--- config.mk ---
export PLATFORM = sky130hd
export DESIGN_NAME = compression_scheduler_flat
export DESIGN_NICKNAME = d
export VERILOG_FILES = /design/src/rtl/compression_scheduler_if.sv /design/src/rtl/compression_scheduler.sv /design/src/flat_wrapper.sv
export SDC_FILE = /design/constraint.sdc
export NUM_CORES = 1
export LEC_CHECK = 0
export ABC_CLOCK_PERIOD_IN_PS = 5900
export BUFFER_PORTS_ARGS = -buffer_cell sky130_fd_sc_hd__buf_2
export CORE_ASPECT_RATIO = 1.2
export CORE_MARGIN = 2
export CORE_UTILIZATION = 50
export DETAILED_ROUTE_END_ITERATION = 6
export HOLD_SLACK_MARGIN = 0.1
export PLACE_DENSITY = 0.71
export SYNTH_ARGS = -nofsm -noshare
export SYNTH_HDL_FRONTEND = slang
export SYNTH_SLANG_ARGS = --single-unit
--- constraint.sdc ---
create_clock -name clk -period 5.9 [get_ports clk]
set_clock_uncertainty 0.05 [all_clocks]
set_input_delay 0.295 -clock clk [delete_from_list [all_inputs] [get_ports clk]]
set_output_delay 0.295 -clock clk [all_outputs]
set_load 0.03 [all_outputs]
--- src/rtl/compression_scheduler_if.sv ---
// Bundle of the scheduler's frame control, RAM, RNG, datapath and output stream signals.
// master = scheduler side, slave = surrounding system / bench side.
interface compression_scheduler_if #(
   parameter int GAMMA  = 13,
   parameter int ADDR_W = 10
);
   logic              start;
   logic [ADDR_W:0]   n_coeff;
   logic              busy;
   logic              done;
   logic              ram_rd_en;
   logic [ADDR_W-1:0] ram_rd_addr;
   logic [GAMMA-1:0]  ram_rd_data;
   logic              rnd_valid;
   logic [GAMMA-1:0]  rnd_data;
   logic              rnd_ready;
   logic              dp_valid_in;
   logic [GAMMA-1:0]  dp_z;
   logic [GAMMA-1:0]  dp_c;
   logic              dp_valid_out;
   logic [GAMMA-1:0]  dp_z_out;
   logic              out_valid;
   logic [GAMMA-1:0]  out_data;
   logic              out_last;
   logic              out_ready;

   modport master (
      input  start, n_coeff, ram_rd_data, rnd_valid, rnd_data,
             dp_valid_out, dp_z_out, out_ready,
      output busy, done, ram_rd_en, ram_rd_addr, rnd_ready,
             dp_valid_in, dp_z, dp_c, out_valid, out_data, out_last
   );

   modport slave (
      output start, n_coeff, ram_rd_data, rnd_valid, rnd_data,
             dp_valid_out, dp_z_out, out_ready,
      input  busy, done, ram_rd_en, ram_rd_addr, rnd_ready,
             dp_valid_in, dp_z, dp_c, out_valid, out_data, out_last
   );
endinterface

--- src/rtl/compression_scheduler.sv ---
// Streams one frame of INTT coefficients through the compression datapath into a credit-protected FIFO.
// Optional COMP_SCHED_STATS_EN adds stall_cycles / frame_cnt statistics outputs.
module compression_scheduler #(
   parameter int GAMMA      = 13,
   parameter int ADDR_W     = 10,
   parameter int FIFO_DEPTH = 8
) (
   input  logic clk,
   input  logic rst,
   compression_scheduler_if.master bus
`ifdef COMP_SCHED_STATS_EN
   ,
   output logic [31:0] stall_cycles,
   output logic [15:0] frame_cnt
`endif
);

   localparam int PTR_W = $clog2(FIFO_DEPTH);
   localparam int CNT_W = PTR_W + 1;

   typedef enum logic [1:0] {IDLE, RUN, DRAIN, FIN} state_t;

   state_t            state, state_nxt;
   logic [ADDR_W:0]   n_lat, rd_cnt, out_cnt;
   logic [CNT_W-1:0]  inflight, fifo_count;
   logic [CNT_W:0]    credit_used;
   logic [PTR_W-1:0]  wr_ptr, rd_ptr;
   logic [GAMMA-1:0]  mem [FIFO_DEPTH];
   logic [GAMMA-1:0]  c_reg, z_hold;
   logic              dp_vld_q;
   logic              start_acc, credit_ok, issue, fifo_wr, fifo_rd, ret, last_hs;

   // Every issued read reserves a FIFO slot until its result lands, so the datapath never overruns it.
   assign credit_used = {1'b0, fifo_count} + {1'b0, inflight};
   assign credit_ok   = credit_used < (CNT_W+1)'(FIFO_DEPTH);

   assign start_acc = (state == IDLE) && bus.start;
   assign issue     = (state == RUN) && bus.rnd_valid && (rd_cnt < n_lat) && credit_ok;
   assign fifo_wr   = bus.dp_valid_out && (state != IDLE);
   assign fifo_rd   = bus.out_valid && bus.out_ready;
   assign ret       = fifo_wr && (inflight != '0);
   assign last_hs   = fifo_rd && (out_cnt == n_lat - 1'b1);

   always_comb begin
      state_nxt = state;
      case (state)
         IDLE:    if (bus.start) state_nxt = (bus.n_coeff == '0) ? FIN : RUN;
         RUN:     if (rd_cnt == n_lat) state_nxt = DRAIN;
         DRAIN:   if (last_hs) state_nxt = FIN;
         FIN:     state_nxt = IDLE;
         default: state_nxt = IDLE;
      endcase
   end

   always_ff @(posedge clk or posedge rst) begin
      if (rst) begin
         state      <= IDLE;
         n_lat      <= '0;
         rd_cnt     <= '0;
         out_cnt    <= '0;
         inflight   <= '0;
         fifo_count <= '0;
         wr_ptr     <= '0;
         rd_ptr     <= '0;
         c_reg      <= '0;
         z_hold     <= '0;
         dp_vld_q   <= 1'b0;
      end else begin
         state    <= state_nxt;
         dp_vld_q <= issue;
         if (issue)    c_reg  <= bus.rnd_data;
         if (dp_vld_q) z_hold <= bus.ram_rd_data;
         if (start_acc) begin
            n_lat   <= bus.n_coeff;
            rd_cnt  <= '0;
            out_cnt <= '0;
         end else begin
            if (issue)   rd_cnt  <= rd_cnt + 1'b1;
            if (fifo_rd) out_cnt <= out_cnt + 1'b1;
         end
         if (issue && !ret)      inflight <= inflight + 1'b1;
         else if (!issue && ret) inflight <= inflight - 1'b1;
         if (fifo_wr) wr_ptr <= wr_ptr + 1'b1;
         if (fifo_rd) rd_ptr <= rd_ptr + 1'b1;
         if (fifo_wr && !fifo_rd)      fifo_count <= fifo_count + 1'b1;
         else if (!fifo_wr && fifo_rd) fifo_count <= fifo_count - 1'b1;
      end
   end

   always_ff @(posedge clk) begin
      if (fifo_wr) mem[wr_ptr] <= bus.dp_z_out;
   end

   assign bus.busy        = (state != IDLE);
   assign bus.done        = (state == FIN);
   assign bus.ram_rd_en   = issue;
   assign bus.ram_rd_addr = rd_cnt[ADDR_W-1:0];
   assign bus.rnd_ready   = issue;
   assign bus.dp_valid_in = dp_vld_q;
   // RAM word arrives the cycle after the read; pass it straight through, then hold it.
   assign bus.dp_z        = dp_vld_q ? bus.ram_rd_data : z_hold;
   assign bus.dp_c        = c_reg;
   assign bus.out_valid   = (fifo_count != '0);
   assign bus.out_data    = bus.out_valid ? mem[rd_ptr] : '0;
   assign bus.out_last    = bus.out_valid && (out_cnt == n_lat - 1'b1);

`ifdef COMP_SCHED_STATS_EN
   always_ff @(posedge clk or posedge rst) begin
      if (rst) begin
         stall_cycles <= '0;
         frame_cnt    <= '0;
      end else begin
         if ((state == RUN) && (rd_cnt < n_lat) && !issue && (stall_cycles != '1))
            stall_cycles <= stall_cycles + 1'b1;
         if (state == FIN) frame_cnt <= frame_cnt + 1'b1;
      end
   end
`endif

endmodule
--- src/flat_wrapper.sv ---
// flat-port wrapper written by rule: the top's interface ports become plain ports
module compression_scheduler_flat 
#(
   parameter int GAMMA      = 13,
   parameter int ADDR_W     = 10,
   parameter int FIFO_DEPTH = 8
)
  (clk, rst, bus_start, bus_n_coeff, bus_ram_rd_data, bus_rnd_valid, bus_rnd_data, bus_dp_valid_out, bus_dp_z_out, bus_out_ready, bus_busy, bus_done, bus_ram_rd_en, bus_ram_rd_addr, bus_rnd_ready, bus_dp_valid_in, bus_dp_z, bus_dp_c, bus_out_valid, bus_out_data, bus_out_last);
  compression_scheduler_if #(.GAMMA(GAMMA), .ADDR_W(ADDR_W)) bus_i ();
  input  logic clk;
  input  logic rst;
  input wire logic [$bits(bus_i.start)-1:0] bus_start;
  input wire logic [$bits(bus_i.n_coeff)-1:0] bus_n_coeff;
  input wire logic [$bits(bus_i.ram_rd_data)-1:0] bus_ram_rd_data;
  input wire logic [$bits(bus_i.rnd_valid)-1:0] bus_rnd_valid;
  input wire logic [$bits(bus_i.rnd_data)-1:0] bus_rnd_data;
  input wire logic [$bits(bus_i.dp_valid_out)-1:0] bus_dp_valid_out;
  input wire logic [$bits(bus_i.dp_z_out)-1:0] bus_dp_z_out;
  input wire logic [$bits(bus_i.out_ready)-1:0] bus_out_ready;
  output wire logic [$bits(bus_i.busy)-1:0] bus_busy;
  output wire logic [$bits(bus_i.done)-1:0] bus_done;
  output wire logic [$bits(bus_i.ram_rd_en)-1:0] bus_ram_rd_en;
  output wire logic [$bits(bus_i.ram_rd_addr)-1:0] bus_ram_rd_addr;
  output wire logic [$bits(bus_i.rnd_ready)-1:0] bus_rnd_ready;
  output wire logic [$bits(bus_i.dp_valid_in)-1:0] bus_dp_valid_in;
  output wire logic [$bits(bus_i.dp_z)-1:0] bus_dp_z;
  output wire logic [$bits(bus_i.dp_c)-1:0] bus_dp_c;
  output wire logic [$bits(bus_i.out_valid)-1:0] bus_out_valid;
  output wire logic [$bits(bus_i.out_data)-1:0] bus_out_data;
  output wire logic [$bits(bus_i.out_last)-1:0] bus_out_last;
  assign bus_i.start = bus_start;
  assign bus_i.n_coeff = bus_n_coeff;
  assign bus_i.ram_rd_data = bus_ram_rd_data;
  assign bus_i.rnd_valid = bus_rnd_valid;
  assign bus_i.rnd_data = bus_rnd_data;
  assign bus_i.dp_valid_out = bus_dp_valid_out;
  assign bus_i.dp_z_out = bus_dp_z_out;
  assign bus_i.out_ready = bus_out_ready;
  assign bus_busy = bus_i.busy;
  assign bus_done = bus_i.done;
  assign bus_ram_rd_en = bus_i.ram_rd_en;
  assign bus_ram_rd_addr = bus_i.ram_rd_addr;
  assign bus_rnd_ready = bus_i.rnd_ready;
  assign bus_dp_valid_in = bus_i.dp_valid_in;
  assign bus_dp_z = bus_i.dp_z;
  assign bus_dp_c = bus_i.dp_c;
  assign bus_out_valid = bus_i.out_valid;
  assign bus_out_data = bus_i.out_data;
  assign bus_out_last = bus_i.out_last;
  compression_scheduler #(.GAMMA(GAMMA), .ADDR_W(ADDR_W), .FIFO_DEPTH(FIFO_DEPTH)) u_core (.clk(clk), .rst(rst), .bus(bus_i));
endmodule
==> results_dict.tcl <==
set metrics [dict create \
    outcome "complete, no violations" \
    layout-drive-gt1-share_pct 29.4 \
    power_frac_comb_pct 27.5 \
    fin_nets 813 \
    worstPathRequired_ns 6.17 \
    pwr-share-seq_pct 42.8 \
    post-route-util_pct 62.2 \
    p_per_area_nw_per_um2 381 \
    synth_top_area_share_pct 38.1 \
    reg2reg_to "u_core.inflight[3]" \
    critPathCaptureType "flop" \
    cts_max_level 4 \
    die_h_um 144 \
    worstSetupPathType "reg -> reg" \
    cp_num_buf_inv 1 \
    switchingPower_uw 1260 \
    clkPwrFrac_pct 29.8 \
    slew_violations 0 \
    synthesis.nets 659 \
    tightest_slew_ns 0.963 \
    cts_resized 0 \
    synth-edff-count 104 \
    max_clock_freq_mhz 265 \
    dr.pass1.iters 5 \
    grt_overflow_total 0 \
    gp_congestion 0.898 \
    p_int_uw 2560 \
    ff2ff_path_depth 13 \
    critPathLaunch "u_core.fifo_count[3]" \
    io_pins 112 \
    areaGrowthSynthToFinish_pct 22.4 \
    startpoint_type "flop" \
    max_stage_delay_ns 0.81 \
    die_w_um 121 \
    timing.final.crit_share_pct 64.0 \
    design.core.area_um2 16100 \
    cts-root-buf "clkbuf_16" \
    period_needed_ns 3.78 \
    hpwl_um 11100 \
    hp-class "in -> async" \
    switching_share_pct 33.1 \
    antenna_found_initial 0 \
    die-area_um2 17400 \
    cp.depth 13 \
    grt_pass1_wl_um 27500 \
    synth-seq-cells 180 \
    path_cells "ha_1 > nor4b_1 > nand4b_1 > a21oi_1 > o211a_1 > ha_1 > inv_1 > ha_1 > a21o_1 > a21oi_1 > xnor2_1 > nor2_1 > xor2_1" \
    yosysTopAreaCell "edfxtp_1" \
    hold_violations 0 \
    grt_max_degree 77 \
    synth.distinct_cells 57 \
    start_util_pct 50.8 \
    numCtsBuffers 17 \
    first_iter_violations 293 \
    synth-main-ff-cell "edfxtp_1" \
    pre_cts_ws_ns 2.14 \
    r2r-start "u_core.fifo_count[3]" \
    crit_path_max_fanout 28 \
    rrSetupSlack_ns 2.12 \
    leakagePower_uw 0.00432 \
    critPathTopFamily "compound AO/OA/AOI/OAI gates" \
    clockBufferDepth 2 \
    fin_ws_ns 2.12 \
    wl_per_cell_um 18.2 \
    dr_total_vias 5167 \
    grt_pass1_vias 5429 \
    via_per_inst 5.44 \
    clk_pin_slew_worst_paths_ns 0.07 \
    ys_warn_count 0 \
    io_buffers 111 \
    drc_errors 0 \
    track_usage_pct 20.9 \
    synth_seq_area_share_pct 61.3 \
    setup_viol 0 \
    arrival_ns 4.04 \
    antennaDiodeCount 0 \
    syn_area_um2 8200 \
    syn_avg_cell_area_um2 14.4 \
    insertion_delay_ns 0.43 \
    cts_tree "yes" \
    rsz0062_at_grt "false" \
    routed_wl_um 17300 \
    ant_nets 0 \
    numClockSinks 180 \
    synthArstFlopShare_pct 42.2 \
    synth_area_leaders "edfxtp_1 (38%), dfrtp_1 (23%), mux4_2 (7.1%)" \
    crit_top_cell "ha_1" \
    rows 51 \
    cp-endpoint "u_core.inflight[3]" \
    fin_tns_setup_ns 0 \
    syn_inst 571 \
    max-slew-margin-rel_pct 35.8 \
    ir_worst_vdd_mv 0.340 \
    maxCapViolCount 0 \
    slowest_stage "o211a_1" \
]
==> stage by stage <==
| stage | power [uW] | hold slack, ns | cells | instance area (um^2) |
|---|---|---|---|---|
| floorplan | 2380 | 0.344 | 571 | 8200 |
| global placement | 2670 | 0.412 | 869 | 8940 |
| detailed placement | 2700 | 0.423 | 869 | 8940 |
| CTS | 3870 | 0.102 | 950 | 10000 |
| global route | 4010 | 0.153 | 950 | 10000 |
| finish | 3820 | 0.115 | 950 | 10000 |
==> worst min path at each step <==
stage / from / endpoint
2_1_floorplan: bus_dp_z_out[0] / u_core.mem[0][0]
3_3_place_gp: u_core.bus.dp_c[10] / u_core.bus.dp_c[10]
3_5_place_dp: u_core.bus.dp_c[1] / u_core.bus.dp_c[1]
4_1_cts: bus_n_coeff[0] / u_core.n_lat[0]
5_1_grt: bus_n_coeff[0] / u_core.n_lat[0]
6_report: rst / u_core.z_hold[6]
==> flip-flops by register name, indices dropped and copies added, names as in the netlist <==
name	flops
u_core.rd_cnt	11
u_core.inflight	4
u_core.mem	104
u_core.out_cnt	11
u_core.rd_ptr	3
u_core.z_hold	13
u_core.fifo_count	4
u_core.state	2
u_core.bus.dp_valid_in	1
u_core.n_lat	11
u_core.bus.dp_c	13
u_core.wr_ptr	3
==> cell usage after synthesis, drive strengths merged, types with 2 or more instances <==
master  number
ha          30
dfrtp       76
edfxtp     104
nor3         9
o41ai        2
mux2i       14
nor4         6
nor2b        3
mux2        29
a21oi       12
fa           2
xnor2       15
nor2        43
a311oi       2
nand3        3
mux4        26
inv         23
nand2b       5
and3         7
a21o         6
or3          4
o21ai       22
buf         18
nand2       34
clkbuf      14
a31oi        2
a31o         2
nand4       14
and2         3
xor2        24
a211oi       2
==> area by class of cell <==
cell class	count	area (um^2)
Clock buffer	17	425
Clock inverter	15	183
Fill cell	1171	6110
Inverter	23	86.3
Multi-Input combinational cell	336	2950
Sequential cell	180	5020
Tap cell	212	265
Timing Repair Buffer	167	1100
==> repair_timing <==
| action | 4_1_cts | 5_1_grt |
|---|---|---|
| endpoints found under the hold margin | 140 | 0 |
| buffers inserted | 0 | 0 |
| setup endpoints to repair | 0 | 0 |
| hold buffers | 49 | 0 |
==> power groups by stage <==
| stage | Combinational [uW] | Sequential [uW] | Clock [uW] |
|---|---|---|---|
| 5_1_grt | 1150 | 1650 | 1210 |
| 3_3_place_gp | 1020 | 1650 | 0 |
| 2_1_floorplan | 790 | 1590 | 0 |
| 3_5_place_dp | 1040 | 1660 | 0 |
| 6_report | 1050 | 1630 | 1140 |
| 4_1_cts | 1070 | 1640 | 1160 |
==> tightest hold or removal path, cell delays in order <==
cell	delay (ns)
buf_2	0.10
inv_2	0.04
buf_4	0.73
==> placed cells by master (no fill, tap or decap), drive strengths merged, types with 3 or more instances in the layout <==
cell type,n
a21o,6
a21oi,12
and2,3
and3,7
buf,118
clkbuf,17
clkinv,4
dfrtp,76
dlygate4sd3,49
edfxtp,104
ha,30
inv,31
mux2,29
mux2i,14
mux4,26
nand2,34
nand2b,5
nand3,3
nand4,14
nor2,43
nor2b,3
nor3,9
nor4,6
o21ai,22
or3,4
xnor2,15
xor2,24
==> cells by family (layout without fill, tap and decap cells) <==
kind of cell             after synthesis  after routing  synth area share, %
buffers and inverters                 55            222                 3.10
multiplexers                          69             69                 12.8
XOR/XNOR                              39             39                 4.17
AND/OR/NAND/NOR                      138            138                 8.73
AO/OA/AOI/OAI                         58             58                 4.82
flip-flops                           180            180                 61.3
adder cells (fa/ha/maj)               32             32                 5.07
==> routing by layer <==
layer / GRT usage (%) / vias up / wire length (um)
met2: 36.8 / 143 / 9050
li1: - / 2409 / -
met1: 24.4 / 2577 / 7050
met3: 4.22 / 38 / 742
met4: 10.1 / 0 / 480
met5: 0 / - / 0
No activity file was read; power rests on OpenSTA's default activity.
